--- src/rtl/vga_pkg.sv ---
// Shared VGA timing constants, direction indices and the sprite motion FSM state type.
// Also holds the clamped single-axis step used by the motion scheduler.
package vga_pkg;

  localparam int HVA = 800;
  localparam int HFP = 40;
  localparam int HP  = 128;
  localparam int HBP = 88;
  localparam int VVA = 600;
  localparam int VFP = 1;
  localparam int VP  = 4;
  localparam int VBP = 23;

  localparam int DIR_UP    = 0;
  localparam int DIR_DOWN  = 1;
  localparam int DIR_LEFT  = 2;
  localparam int DIR_RIGHT = 3;

  typedef enum logic [1:0] {
    IDLE,
    WAIT_FRAME,
    UPDATE,
    COMMIT
  } motion_state_t;

  // Opposing requests cancel; the result never wraps below 0 or passes lim.
  function automatic logic [10:0] step_axis(
    input logic [10:0] p,
    input logic        dec,
    input logic        inc,
    input logic [11:0] step,
    input logic [11:0] lim
  );
    logic [11:0] w;
    w = {1'b0, p};
    if (dec && !inc) begin
      w = (w < step) ? 12'd0 : w - step;
    end else if (inc && !dec) begin
      w = ((w + step) > lim) ? lim : w + step;
    end
    return w[10:0];
  endfunction

endpackage

--- src/rtl/sprite_motion_ctrl_if.sv ---
// Bundle of frame timing, pixel position, direction requests and sprite status
// exchanged between the video pipeline and the sprite motion controller.
interface sprite_motion_ctrl_if;
  logic        en;
  logic        frame_start;
  logic        de;
  logic [10:0] h_cnt;
  logic [10:0] v_cnt;
  logic [3:0]  dir_req;
  logic [10:0] pos_x;
  logic [10:0] pos_y;
  logic        in_sprite;
  logic        busy;

  modport master (
    output en, frame_start, de, h_cnt, v_cnt, dir_req,
    input  pos_x, pos_y, in_sprite, busy
  );

  modport slave (
    input  en, frame_start, de, h_cnt, v_cnt, dir_req,
    output pos_x, pos_y, in_sprite, busy
  );
endinterface

--- src/rtl/sprite_motion_ctrl_window.sv ---
// Registered box-hit test: flags pixels inside a SIZE x SIZE square whose
// top-left corner is (pos_x, pos_y). Reusable for any number of sprites.
module sprite_window #(
  parameter int SIZE = 32
) (
  input  logic        clk,
  input  logic        rst,
  input  logic        en,
  input  logic        de,
  input  logic [10:0] h_cnt,
  input  logic [10:0] v_cnt,
  input  logic [10:0] pos_x,
  input  logic [10:0] pos_y,
  output logic        in_sprite
);

  logic        in_sprite_reg;
  logic        hit_next;
  logic [11:0] h_w, v_w, x_w, y_w;

  // Compare at 12 bits so pos + SIZE cannot overflow near the right edge.
  always_comb begin
    h_w      = {1'b0, h_cnt};
    v_w      = {1'b0, v_cnt};
    x_w      = {1'b0, pos_x};
    y_w      = {1'b0, pos_y};
    hit_next = en && de
               && (h_w >= x_w) && (h_w < x_w + 12'(SIZE))
               && (v_w >= y_w) && (v_w < y_w + 12'(SIZE));
  end

  always_ff @(posedge clk or negedge rst) begin
    if (!rst) begin
      in_sprite_reg <= 1'b0;
    end else begin
      in_sprite_reg <= hit_next;
    end
  end

  assign in_sprite = in_sprite_reg;

endmodule

--- src/rtl/sprite_motion_ctrl.sv ---
// Frame-synchronous sprite mover: gathers direction requests during a frame and
// moves the sprite only at the start of vertical blanking, every HOLD frames.
module sprite_motion_ctrl #(
  parameter int HVA  = vga_pkg::HVA,
  parameter int VVA  = vga_pkg::VVA,
  parameter int SIZE = 32,
  parameter int STEP = 4,
  parameter int HOLD = 1,
  parameter int X0   = 384,
  parameter int Y0   = 284
) (
  input logic                 clk,
  input logic                 rst,
  sprite_motion_ctrl_if.slave bus
);
  import vga_pkg::*;

  motion_state_t state_reg, state_next;
  logic [7:0]    frame_cnt_reg, frame_cnt_next;
  logic [3:0]    req_reg, req_next;
  logic [3:0]    req_new_reg;
  logic [10:0]   nxt_x_reg, nxt_y_reg;
  logic [10:0]   pos_x_reg, pos_y_reg;
  logic [10:0]   step_x, step_y;

  assign step_x = step_axis(pos_x_reg, req_reg[DIR_LEFT], req_reg[DIR_RIGHT],
                            12'(STEP), 12'(HVA - SIZE));
  assign step_y = step_axis(pos_y_reg, req_reg[DIR_UP], req_reg[DIR_DOWN],
                            12'(STEP), 12'(VVA - SIZE));

  always_comb begin
    state_next     = state_reg;
    frame_cnt_next = frame_cnt_reg;
    req_next       = req_reg;
    if (!bus.en) begin
      state_next     = IDLE;
      frame_cnt_next = '0;
      req_next       = '0;
    end else begin
      case (state_reg)
        IDLE: state_next = WAIT_FRAME;
        WAIT_FRAME: begin
          req_next = req_reg | bus.dir_req;
          if (bus.frame_start) begin
            if (frame_cnt_reg == 8'(HOLD - 1)) begin
              state_next     = UPDATE;
              frame_cnt_next = '0;
            end else begin
              frame_cnt_next = frame_cnt_reg + 8'd1;
            end
          end
        end
        UPDATE: begin
          state_next = COMMIT;
          req_next   = req_reg | bus.dir_req;
        end
        // Latch restarts from requests seen after the snapshot was taken.
        COMMIT: begin
          state_next = WAIT_FRAME;
          req_next   = req_new_reg | bus.dir_req;
        end
        default: state_next = IDLE;
      endcase
    end
  end

  always_ff @(posedge clk or negedge rst) begin
    if (!rst) begin
      state_reg     <= IDLE;
      frame_cnt_reg <= '0;
      req_reg       <= '0;
      req_new_reg   <= '0;
      nxt_x_reg     <= 11'(X0);
      nxt_y_reg     <= 11'(Y0);
      pos_x_reg     <= 11'(X0);
      pos_y_reg     <= 11'(Y0);
    end else begin
      state_reg     <= state_next;
      frame_cnt_reg <= frame_cnt_next;
      req_reg       <= req_next;
      if (bus.en && state_reg == UPDATE) begin
        req_new_reg <= bus.dir_req;
        nxt_x_reg   <= step_x;
        nxt_y_reg   <= step_y;
      end
      if (bus.en && state_reg == COMMIT) begin
        pos_x_reg <= nxt_x_reg;
        pos_y_reg <= nxt_y_reg;
      end
    end
  end

  assign bus.pos_x = pos_x_reg;
  assign bus.pos_y = pos_y_reg;
  assign bus.busy  = (state_reg == UPDATE) || (state_reg == COMMIT);

  sprite_window #(.SIZE(SIZE)) u_window (
    .clk       (clk),
    .rst       (rst),
    .en        (bus.en),
    .de        (bus.de),
    .h_cnt     (bus.h_cnt),
    .v_cnt     (bus.v_cnt),
    .pos_x     (pos_x_reg),
    .pos_y     (pos_y_reg),
    .in_sprite (bus.in_sprite)
  );

endmodule

--- src/flat_wrapper.sv ---
// flat-port wrapper written by rule: the top's interface ports become plain ports
module sprite_motion_ctrl_flat import vga_pkg::*;
#(
  parameter int HVA  = vga_pkg::HVA,
  parameter int VVA  = vga_pkg::VVA,
  parameter int SIZE = 32,
  parameter int STEP = 4,
  parameter int HOLD = 1,
  parameter int X0   = 384,
  parameter int Y0   = 284
)
  (clk, rst, bus_en, bus_frame_start, bus_de, bus_h_cnt, bus_v_cnt, bus_dir_req, bus_pos_x, bus_pos_y, bus_in_sprite, bus_busy);
  sprite_motion_ctrl_if bus_i ();
  input logic clk;
  input logic rst;
  input wire logic [$bits(bus_i.en)-1:0] bus_en;
  input wire logic [$bits(bus_i.frame_start)-1:0] bus_frame_start;
  input wire logic [$bits(bus_i.de)-1:0] bus_de;
  input wire logic [$bits(bus_i.h_cnt)-1:0] bus_h_cnt;
  input wire logic [$bits(bus_i.v_cnt)-1:0] bus_v_cnt;
  input wire logic [$bits(bus_i.dir_req)-1:0] bus_dir_req;
  output wire logic [$bits(bus_i.pos_x)-1:0] bus_pos_x;
  output wire logic [$bits(bus_i.pos_y)-1:0] bus_pos_y;
  output wire logic [$bits(bus_i.in_sprite)-1:0] bus_in_sprite;
  output wire logic [$bits(bus_i.busy)-1:0] bus_busy;
  assign bus_i.en = bus_en;
  assign bus_i.frame_start = bus_frame_start;
  assign bus_i.de = bus_de;
  assign bus_i.h_cnt = bus_h_cnt;
  assign bus_i.v_cnt = bus_v_cnt;
  assign bus_i.dir_req = bus_dir_req;
  assign bus_pos_x = bus_i.pos_x;
  assign bus_pos_y = bus_i.pos_y;
  assign bus_in_sprite = bus_i.in_sprite;
  assign bus_busy = bus_i.busy;
  sprite_motion_ctrl #(.HVA(HVA), .VVA(VVA), .SIZE(SIZE), .STEP(STEP), .HOLD(HOLD), .X0(X0), .Y0(Y0)) u_core (.clk(clk), .rst(rst), .bus(bus_i));
endmodule
--- config.mk ---
export PLATFORM = sky130hd
export DESIGN_NAME = sprite_motion_ctrl_flat
export DESIGN_NICKNAME = d
export VERILOG_FILES = /design/src/rtl/vga_pkg.sv /design/src/rtl/sprite_motion_ctrl_if.sv /design/src/rtl/sprite_motion_ctrl_window.sv /design/src/rtl/sprite_motion_ctrl.sv /design/src/flat_wrapper.sv
export SDC_FILE = /design/constraint.sdc
export NUM_CORES = 1
export LEC_CHECK = 0
export CAP_MARGIN = 20
export CORE_MARGIN = 2
export CORE_UTILIZATION = 45
export DETAILED_ROUTE_END_ITERATION = 12
export GPL_TIMING_DRIVEN = 1
export PLACE_DENSITY = 0.66
export SYNTH_ARGS = -nofsm -noshare
export SYNTH_HDL_FRONTEND = slang
export SYNTH_SLANG_ARGS = --single-unit
--- constraint.sdc ---
create_clock -name clk -period 3.5 [get_ports clk]
set_input_delay 0.875 -clock clk [delete_from_list [all_inputs] [get_ports clk]]
set_output_delay 0.875 -clock clk [all_outputs]
set_load 0.005 [all_outputs]
==> results of run 1 <==
==> cell usage in the layout, fill, tap and decap left out, types with 15 or more instances in the layout <==
cell type / n
sky130_fd_sc_hd__a21oi_1: 27
sky130_fd_sc_hd__clkdlybuf4s50_1: 53
sky130_fd_sc_hd__dfrtp_1: 51
sky130_fd_sc_hd__ha_1: 49
sky130_fd_sc_hd__inv_1: 36
sky130_fd_sc_hd__mux2_2: 23
sky130_fd_sc_hd__nand2_1: 59
sky130_fd_sc_hd__nand3_1: 19
sky130_fd_sc_hd__nor2_1: 37
sky130_fd_sc_hd__nor3_1: 15
sky130_fd_sc_hd__o21ai_0: 39
sky130_fd_sc_hd__xnor2_1: 18
==> routing by layer <==
layer	wire [µm]	track usage, %	vias up
met5	0	0	-
met4	226	6.04	0
met3	703	5.49	17
met2	5470	33.0	122
met1	5650	31.4	2108
li1	-	-	2161
==> final cells by class <==
type | count | area, µm² | area share [%]
Tap cell | 140 | 175 | 3.06
Timing Repair Buffer | 65 | 618 | 10.8
Inverter | 38 | 143 | 2.49
Clock inverter | 6 | 45.0 | 0.786
Sequential cell | 63 | 1590 | 27.8
Multi-Input combinational cell | 435 | 3020 | 52.7
Clock buffer | 10 | 138 | 2.40
==> cells by family after synthesis <==
| kind of cell | synth area share (%) |
|---|---|
| compound gates | 19.3 |
| buf+inv | 5.83 |
| flops | 32.5 |
| simple gates | 20.5 |
| xor+xnor | 3.22 |
| mux | 5.90 |
| fa+ha+maj | 12.7 |
==> path summary, 6_finish.rpt <==
check | from | to | slack, ns
worst max-delay path | u_core.bus.pos_y[8] | u_core.u_window.in_sprite | 0.68
worst min-delay path | u_core.nxt_y_reg[10] | u_core.nxt_y_reg[10] | 0.47
worst max register to register | u_core.bus.pos_y[8] | u_core.u_window.in_sprite | 0.68
worst min register to register | u_core.nxt_y_reg[10] | u_core.nxt_y_reg[10] | 0.47
max in group asynchronous | rst | u_core.nxt_y_reg[1] | 2.29
min in group asynchronous | rst | u_core.bus.pos_y[5] | 0.69
==> power by group through the flow <==
stage	clock network, mW	registers, mW	logic [mW]
2_1_floorplan	0	1.18	1.52
3_3_place_gp	0	1.38	1.93
3_5_place_dp	0	1.39	1.98
4_1_cts	0.621	1.37	2.00
5_1_grt	0.651	1.43	2.26
6_report	0.599	1.38	2.00
==> worst max-delay path: stages (launching register included) <==
cell and delay [ns]:
sky130_fd_sc_hd__dfstp_2 0.66, sky130_fd_sc_hd__inv_2 0.15, sky130_fd_sc_hd__nor3_1 0.24, sky130_fd_sc_hd__xnor2_1 0.15, sky130_fd_sc_hd__ha_1 0.26, sky130_fd_sc_hd__a21oi_1 0.20, sky130_fd_sc_hd__nand2_1 0.07, sky130_fd_sc_hd__a2111oi_0 0.41
sky130_fd_sc_hd__a211oi_1 0.16, sky130_fd_sc_hd__a2111oi_0 0.38
==> per-stage QoR <==
step	worst slack, ns	utilization [%]	hold WS, ns	instances	cell area (µm²)
2_1_floorplan	0.983	-	0.435	568	4900
3_3_place_gp	0.372	51.6	0.450	741	5550
3_5_place_dp	0.371	51.6	0.458	741	5550
4_1_cts	0.662	53.3	0.473	757	5730
5_1_grt	0.376	53.3	0.487	757	5730
6_report	0.680	53.3	0.469	757	5730
==> impl_metrics.env, run 1 <==
export IMPL_clkLatencyLatePin_ns=0.36
export IMPL_cts_setup_buffers=0
export IMPL_netlist_area_um2=4900
export IMPL_cp_required_ns=3.73
export IMPL_yosysMostFrequentCell="sky130_fd_sc_hd__nand2_1"
export IMPL_final_fill_count=1028
export IMPL_power_clock_fraction_pct=15.0
export IMPL_grt_max_degree=64
export IMPL_tritoncts="done"
export IMPL_detail_route_vias_per_cell=5.82
export IMPL_post_cts_resized_instances=0
export IMPL_insertedDiodeCount=0
export IMPL_holdCritPathClass="flop to flop"
export IMPL_slew_violations=0
export IMPL_holdPathStages=2
export IMPL_cts_root_buffer_cell="sky130_fd_sc_hd__clkbuf_8"
export IMPL_switching_part_of_the_total_pct=43.9
export IMPL_synth_enable_flop_cells=0
export IMPL_die_area_um2=11700
export IMPL_final_tns_setup_ns=0
export IMPL_postRouteWirelength_um=12100
export IMPL_cell_count_after_synthesis=568
export IMPL_number_of_search_and_repair_iterations_in_the_first_detailed_routing_pass=5
export IMPL_combinational_power_share_pct=50.3
export IMPL_drt_iter0_drc=308
export IMPL_cell_type_contributing_the_most_total_cell_area_after_synthesis="sky130_fd_sc_hd__dfrtp_1"
export IMPL_post_synth_num_cell_types=63
export IMPL_syn_avg_cell_area_um2=8.62
export IMPL_area_growth_syn_to_layout_pct=17.0
export IMPL_layout_min_cycle_time_ns=2.82
export IMPL_port_buffers=54
export IMPL_grt_setup_unrepaired="no"
export IMPL_clk_path_buf_depth=2
export IMPL_final_hold_violation_count=0
export IMPL_cts_sinks=63
export IMPL_synthesis_yosys_warnings=0
export IMPL_critical_path_startpoint_type="flop"
export IMPL_syn_num_nets=648
export IMPL_drive_gt1_share_pct=12.3
export IMPL_drt_drc_violations_left=0
export IMPL_antenna_found_initial=0
export IMPL_run_status="finished clean"
export IMPL_fmax_mhz=355
export IMPL_rows=38
export IMPL_num_cts_buffers=9
export IMPL_cts_htree_levels=3
export IMPL_ios=55
export IMPL_fin_crit_sh_pct=80.6
export IMPL_grt_first_pass_wirelength_um=20500
export IMPL_power_switching_mw=1.75
export IMPL_place_congestion=0.895
export IMPL_route_vias_total=4408
export IMPL_core_area_um2=10700
export IMPL_slew_headroom_pct=40.9
export IMPL_cellInternalPower_mw=2.24
export IMPL_routed_wire_length_per_instance_um=15.9
export IMPL_synth_top_cells_by_count="sky130_fd_sc_hd__nand2_1 (59), sky130_fd_sc_hd__dfrtp_1 (51), sky130_fd_sc_hd__ha_1 (49)"
export IMPL_synth_top_cells_by_area="sky130_fd_sc_hd__dfrtp_1 (26%), sky130_fd_sc_hd__ha_1 (13%), sky130_fd_sc_hd__dfstp_2 (6.4%)"
export IMPL_seq_area_frac_synth_pct=32.5
export IMPL_ant_nets=0
export IMPL_total_leakage_power_nw=2.39
export IMPL_critical_path_peak_fanout=11
export IMPL_postCtsHoldBufs=0
export IMPL_grt_remaining_overflow=0
export IMPL_grt_pass1_vias=4135
export IMPL_timing_critical_path_to_type="flop"
export IMPL_setup_viol=0
export IMPL_drv_max_cap_violation_count=0
export IMPL_cellPowerDensity_nw_per_um2=695
export IMPL_synth_top_area_share_pct=26.1
export IMPL_worstMarginPinSlew_ns=0.862
export IMPL_synthArstFlopShare_pct=100
export IMPL_die_height_um=108
export IMPL_cts_reportedPaths_clkPinSlew_ns=0.08
export IMPL_fin_total_pwr_mw=3.98
export IMPL_crit_type="flop to flop"
export IMPL_peakVddDrop_v=0.000295
export IMPL_ys_seq_elements=63
export IMPL_r2r_cells=9
export IMPL_synth_main_ff_cell="sky130_fd_sc_hd__dfrtp_1"
export IMPL_dpl_hpwl_um=8900
export IMPL_aggregate_global_route_resource_usage_pct=22.0
export IMPL_starting_utilization_of_the_core_area_pct=45.6
export IMPL_cp_data_arrival_time_ns=3.05
export IMPL_dieWidth_um=108
export IMPL_final_setup_skew_ns=0.0156
export IMPL_fin_nets=692
export IMPL_sequentialPowerShare_pct=34.6
(Power assumes the default switching activity.)
==> run 2: changes to the inputs <==
--- a/config.mk
+++ b/config.mk
@@ -10,7 +10,7 @@
 export CORE_UTILIZATION = 45
 export DETAILED_ROUTE_END_ITERATION = 12
 export GPL_TIMING_DRIVEN = 1
-export PLACE_DENSITY = 0.66
+export PLACE_DENSITY = 0.69
 export SYNTH_ARGS = -nofsm -noshare
 export SYNTH_HDL_FRONTEND = slang
 export SYNTH_SLANG_ARGS = --single-unit
==> constraint.sdc (replaced) <==
create_clock -name clk -period 2.5 [get_ports clk]
set_input_delay 0.625 -clock clk [delete_from_list [all_inputs] [get_ports clk]]
set_output_delay 0.625 -clock clk [all_outputs]
set_load 0.005 [all_outputs]
==> impl_metrics.env, run 2 (synthesis results as in run 1) <==
export IMPL_run_status="finished clean"
export IMPL_dpl_hpwl_um=9610
export IMPL_final_fill_count=1029
export IMPL_postRouteWirelength_um=12900
export IMPL_peakVddDrop_v=0.000364
export IMPL_rows=38
export IMPL_layout_min_cycle_time_ns=2.38
export IMPL_crit_type="flop to flop"
export IMPL_antenna_found_initial=0
export IMPL_cts_reportedPaths_clkPinSlew_ns=0.07
export IMPL_dieWidth_um=108
export IMPL_cts_root_buffer_cell="sky130_fd_sc_hd__clkbuf_8"
export IMPL_critical_path_reg2reg_startpoint="u_core.bus.pos_y[2]"
export IMPL_aggregate_global_route_resource_usage_pct=23.6
export IMPL_place_congestion=0.949
export IMPL_grt_setup_unrepaired="no"
export IMPL_clkLatencyLatePin_ns=0.36
export IMPL_drt_iter0_drc=352
export IMPL_multi_input_area_um2=3040
export IMPL_ios=55
export IMPL_drive_gt1_share_pct=19.4
export IMPL_path_cells="ha_1, inv_1, o41a_1, o31ai_2, a211oi_2, buf_4, o41ai_1"
export IMPL_clk_path_buf_depth=2
export IMPL_grt_remaining_overflow=0
export IMPL_routed_wire_length_per_instance_um=16.0
export IMPL_ant_nets=0
export IMPL_launching_element_of_the_worst_setup_path="u_core.bus.pos_y[2]"
export IMPL_cts_htree_levels=3
export IMPL_starting_utilization_of_the_core_area_pct=45.6
export IMPL_fin_total_pwr_mw=6.12
export IMPL_core_area_um2=10700
export IMPL_cts_sinks=63
export IMPL_fin_crit_sh_pct=95.1
export IMPL_number_of_search_and_repair_iterations_in_the_first_detailed_routing_pass=5
export IMPL_slew_violations=0
export IMPL_slew_headroom_pct=61.7
export IMPL_fin_nets=739
export IMPL_route_vias_total=4671
export IMPL_critical_path_startpoint_type="flop"
export IMPL_worstMarginPinSlew_ns=0.574
export IMPL_reg2reg_to="u_core.nxt_y_reg[6]"
export IMPL_grt_max_degree=64
export IMPL_cp_data_arrival_time_ns=2.61
export IMPL_tritoncts="done"
export IMPL_final_hold_violation_count=0
export IMPL_seq_area_um2=1590
export IMPL_num_cts_buffers=9
export IMPL_critical_path_slowest_cell="sky130_fd_sc_hd__dfstp_2"
export IMPL_r2r_cells=7
export IMPL_layout_cells_most_common_list="sky130_fd_sc_hd__nand2_1 (59), sky130_fd_sc_hd__buf_4 (55), sky130_fd_sc_hd__clkdlybuf4s50_1 (52), sky130_fd_sc_hd__dfrtp_1 (50), sky130_fd_sc_hd__ha_1 (48)"
export IMPL_drv_max_cap_violation_count=0
export IMPL_die_area_um2=11700
export IMPL_area_growth_syn_to_layout_pct=25.7
export IMPL_setup_viol=0
export IMPL_fmax_mhz=421
export IMPL_insertedDiodeCount=0
export IMPL_final_common_cell="sky130_fd_sc_hd__nand2_1"
export IMPL_grt_first_pass_wirelength_um=22000
export IMPL_whs_ns=0.272
export IMPL_critical_path_n_buffers_inverters=2
export IMPL_cp_top_family="compound AO/OA/AOI/OAI gates"
export IMPL_timing_critical_path_to_type="flop"
export IMPL_drt_drc_violations_left=0
export IMPL_final_setup_skew_ns=0.0199
export IMPL_detail_route_vias_per_cell=5.81
export IMPL_grt_pass1_vias=4559
export IMPL_cp_required_ns=2.73
export IMPL_critical_path_depth=7
export IMPL_port_buffers=54
export IMPL_die_height_um=108
export IMPL_holdCritPathClass="input pin to asynchronous set/reset pin"
export IMPL_worst_path_largest_cell_delay_ns=0.61
export IMPL_timing_reg2reg_setup_slack_ns=0.12
export IMPL_critical_path_peak_fanout=8
export IMPL_cellPowerDensity_nw_per_um2=994
export IMPL_total_leakage_power_nw=2.64
[run 2: cell types whose count changed in the layout (fill, tap and decap cells not counted), moves of 2 or more]
cell and change:
sky130_fd_sc_hd__buf_4 +44, sky130_fd_sc_hd__clkinv_4 -3, sky130_fd_sc_hd__clkinvlp_4 +3, sky130_fd_sc_hd__a2111oi_0 -2
sky130_fd_sc_hd__a2111oi_2 +2, sky130_fd_sc_hd__buf_12 +2
[run 2: per-layer routing]
layer | global-route usage (%) | part of all wire (%) | vias up
met5 | 0 | 0 | -
met4 | 7.33 | 1.4 | 0
met3 | 4.16 | 5.4 | 16
met2 | 37.4 | 47 | 154
met1 | 32.9 | 46 | 2255
li1 | - | - | 2246
[run 2: where the power goes]
part           switching [mW]  internal [mW]  total (mW)
clock network           0.433          0.486       0.919
logic                    1.86           1.64        3.50
registers               0.284           1.41        1.70
total                    2.58           3.54        6.12
[run 2: stage by stage]
step,instances,util (%),area (µm²),setup WS [ns],TNS [ns]
after global placement,788,55.1,5920,-0.318,-0.318
after floorplan,568,-,4900,0.0296,0
after global routing,804,57.3,6150,0.00305,0
final,804,57.3,6150,0.123,0
after detailed placement,788,55.1,5920,-0.393,-0.393
after CTS,804,57.0,6120,0.0111,0
[run 2: repair_timing]
item | in CTS | in global routing
buffers inserted | 0 | 0
hold buffers | 0 | 0
endpoints found under the setup margin | 1 | 8
pin swaps | 1 | 1
resized for setup | 1 | 10
[run 2: layout make-up]
class	count	share of cell area (%)
Timing Repair Buffer	112	16.3
Multi-Input combinational cell	435	49.4
Clock inverter	5	0.935
Sequential cell	63	25.9
Tap cell	140	2.85
Inverter	38	2.32
Clock buffer	11	2.30
[run 2: worst max path at each step]
stage                                      to  slack, ns
global placement    u_core.u_window.in_sprite      -0.32
CTS                 u_core.u_window.in_sprite       0.01
detailed placement  u_core.u_window.in_sprite      -0.39
floorplan           u_core.u_window.in_sprite       0.03
finish                    u_core.nxt_y_reg[6]       0.12
global route        u_core.u_window.in_sprite      0.003
[run 2: worst register-to-register path, cell delays in order (launching register included)]
cell and delay [ns]:
sky130_fd_sc_hd__dfstp_2 0.61, sky130_fd_sc_hd__ha_1 0.26, sky130_fd_sc_hd__inv_1 0.11, sky130_fd_sc_hd__o41a_1 0.34, sky130_fd_sc_hd__o31ai_2 0.32, sky130_fd_sc_hd__a211oi_2 0.16, sky130_fd_sc_hd__buf_4 0.17, sky130_fd_sc_hd__o41ai_1 0.30
==> run 3: changes to the inputs <==
--- a/config.mk
+++ b/config.mk
@@ -6,7 +6,7 @@
 export NUM_CORES = 1
 export LEC_CHECK = 0
 export CAP_MARGIN = 20
-export CORE_MARGIN = 2
+export CORE_MARGIN = 1.5
 export CORE_UTILIZATION = 45
 export DETAILED_ROUTE_END_ITERATION = 12
 export GPL_TIMING_DRIVEN = 1
==> impl_metrics.env, run 3 (synthesis results as in run 1) <==
export IMPL_aggregate_global_route_resource_usage_pct=24.0
export IMPL_dieWidth_um=107
export IMPL_power_clock_fraction_pct=13.5
export IMPL_switching_part_of_the_total_pct=43.2
export IMPL_place_congestion=0.882
export IMPL_sequentialPowerShare_pct=28.3
export IMPL_path_cells="inv_1, ha_1, or2_2, clkdlybuf4s50_1"
export IMPL_slew_headroom_pct=60.1
export IMPL_place_area_um2=5930
export IMPL_ant_nets=0
export IMPL_cts_htree_levels=3
export IMPL_drive_gt1_share_pct=19.4
export IMPL_setup_viol=0
export IMPL_grt_setup_unrepaired="yes"
export IMPL_crit_type="flop to output pin"
export IMPL_cellPowerDensity_nw_per_um2=981
export IMPL_port_buffers=54
export IMPL_critical_path_n_buffers_inverters=2
export IMPL_drt_iter0_drc=302
export IMPL_insertedDiodeCount=0
export IMPL_postRouteWirelength_um=13100
export IMPL_postCtsHoldBufs=0
export IMPL_fin_nets=739
export IMPL_core_area_um2=10500
export IMPL_worst_path_largest_cell_delay_ns=0.45
export IMPL_critical_path_peak_fanout=4
export IMPL_timing_critical_path_to_type="output pin"
export IMPL_worstMarginPinSlew_ns=0.598
export IMPL_final_setup_skew_ns=0.00903
export IMPL_num_cts_buffers=9
export IMPL_fin_crit_sh_pct=94.8
export IMPL_starting_utilization_of_the_core_area_pct=46.8
export IMPL_combinational_power_share_pct=58.2
export IMPL_final_fill_count=974
export IMPL_cts_sinks=63
export IMPL_run_status="finished clean"
export IMPL_dpl_hpwl_um=9650
export IMPL_whs_ns=0.278
export IMPL_rows=37
export IMPL_holdCritPathClass="input pin to asynchronous set/reset pin"
export IMPL_cts_reportedPaths_clkPinSlew_ns=0.08
export IMPL_layout_min_cycle_time_ns=2.37
export IMPL_tritoncts="done"
export IMPL_cp_required_ns=1.88
export IMPL_final_hold_violation_count=0
export IMPL_critical_path_slowest_cell="sky130_fd_sc_hd__clkdlybuf4s50_1"
export IMPL_area_growth_syn_to_layout_pct=25.2
export IMPL_total_leakage_power_nw=2.63
export IMPL_grt_max_degree=64
export IMPL_slew_violations=0
export IMPL_ios=55
export IMPL_cts_root_buffer_cell="sky130_fd_sc_hd__clkbuf_8"
export IMPL_clk_path_buf_depth=2
export IMPL_critical_path_startpoint_type="flop"
export IMPL_r2r_cells=8
export IMPL_grt_remaining_overflow=0
export IMPL_peakVddDrop_v=0.000470
export IMPL_routed_wire_length_per_instance_um=16.3
export IMPL_cp_data_arrival_time_ns=1.74
export IMPL_final_common_cell="sky130_fd_sc_hd__nand2_1"
export IMPL_cp_top_family="buffers and inverters"
export IMPL_timing_reg2reg_setup_slack_ns=0.15
export IMPL_drv_max_cap_violation_count=0
export IMPL_cellInternalPower_mw=3.42
export IMPL_route_vias_total=4589
export IMPL_fmax_mhz=422
export IMPL_layout_cell_area_non_filler_um2=6130
export IMPL_antenna_found_initial=0
export IMPL_reg2reg_to="u_core.nxt_x_reg[10]"
export IMPL_layout_cells_most_common_list="sky130_fd_sc_hd__nand2_1 (59), sky130_fd_sc_hd__buf_4 (54), sky130_fd_sc_hd__clkdlybuf4s50_1 (53), sky130_fd_sc_hd__ha_1 (49), sky130_fd_sc_hd__dfrtp_1 (49)"
export IMPL_clkLatencyLatePin_ns=0.35
export IMPL_die_area_um2=11500
export IMPL_grt_first_pass_wirelength_um=21900
export IMPL_power_switching_mw=2.60
export IMPL_grt_pass1_vias=4493
export IMPL_drt_drc_violations_left=0
export IMPL_detail_route_vias_per_cell=5.74
export IMPL_die_height_um=107
export IMPL_critical_path_reg2reg_startpoint="u_core.bus.pos_x[3]"
export IMPL_number_of_search_and_repair_iterations_in_the_first_detailed_routing_pass=5
-- run 3: cell count changes in the layout (fill, tap and decap cells not counted), sizes merged --
cell,previous run,this run
clkdlybuf4s50,52,53
bufinv,1,0
clkinv,2,6
clkinvlp,3,1
clkbuf,11,9
dlymetal6s2s,1,0
inv,37,38
-- run 3: how the worst max path moves through the flow --
stage,cells past startpoint,to,from,slack (ns)
2_1_floorplan,10,u_core.u_window.in_sprite,u_core.bus.pos_y[8],0.03
3_3_place_gp,8,u_core.u_window.in_sprite,bus_v_cnt[1],-0.33
3_5_place_dp,8,u_core.u_window.in_sprite,bus_v_cnt[1],-0.37
4_1_cts,8,u_core.u_window.in_sprite,bus_v_cnt[1],0.02
5_1_grt,8,u_core.u_window.in_sprite,u_core.bus.pos_x[8],-0.004
6_report,4,bus_busy,u_core.state_reg[0],0.13
-- run 3: repair_timing --
item                                    4_1_cts  5_1_grt
gates resized for setup                       1        9
buffers inserted                              0        0
pin swaps                                     0        1
endpoints found under the setup margin        1        5
-- run 3: area by class of cell --
cell class	instances	area, µm²	share of cell area, %
multi-input combinational	435	3040	49.6
sequential	63	1590	26.0
timing repair buffer	112	1010	16.5
tap	136	170	2.78
inverter	38	143	2.33
clock buffer	9	124	2.02
clock inverter	7	48.8	0.796
-- run 3: power by group through the flow --
| stage | Clock, mW | Sequential (mW) | Combinational (mW) |
|---|---|---|---|
| after floorplan | 0 | 1.66 | 2.13 |
| after global placement | 0 | 1.70 | 3.33 |
| after detailed placement | 0 | 1.71 | 3.41 |
| after CTS | 0.835 | 1.69 | 3.44 |
| after global routing | 0.872 | 1.75 | 3.88 |
| final | 0.810 | 1.70 | 3.50 |
-- run 3: per-stage QoR --
step	std cells	power, mW	setup slack (ns)	setup TNS, ns	utilization, %
floorplan	568	3.79	0.0296	0	-
global placement	784	5.02	-0.329	-0.329	56.7
detailed placement	784	5.13	-0.374	-0.374	56.7
CTS	800	5.97	0.0174	0	58.4
global route	800	6.50	-0.00431	-0.00431	58.6
finish	800	6.01	0.130	0	58.6
-- run 3: per-layer routing --
metal / wire length, µm / vias to the layer above / global-route usage, % / part of all wire, %
met5: 0 / - / 0 / 0
met1: 5990 / 2195 / 32.7 / 46
met4: 165 / 0 / 6.76 / 1.3
met2: 6180 / 131 / 38.9 / 47
li1: - / 2245 / - / -
met3: 719 / 18 / 4.24 / 5.5
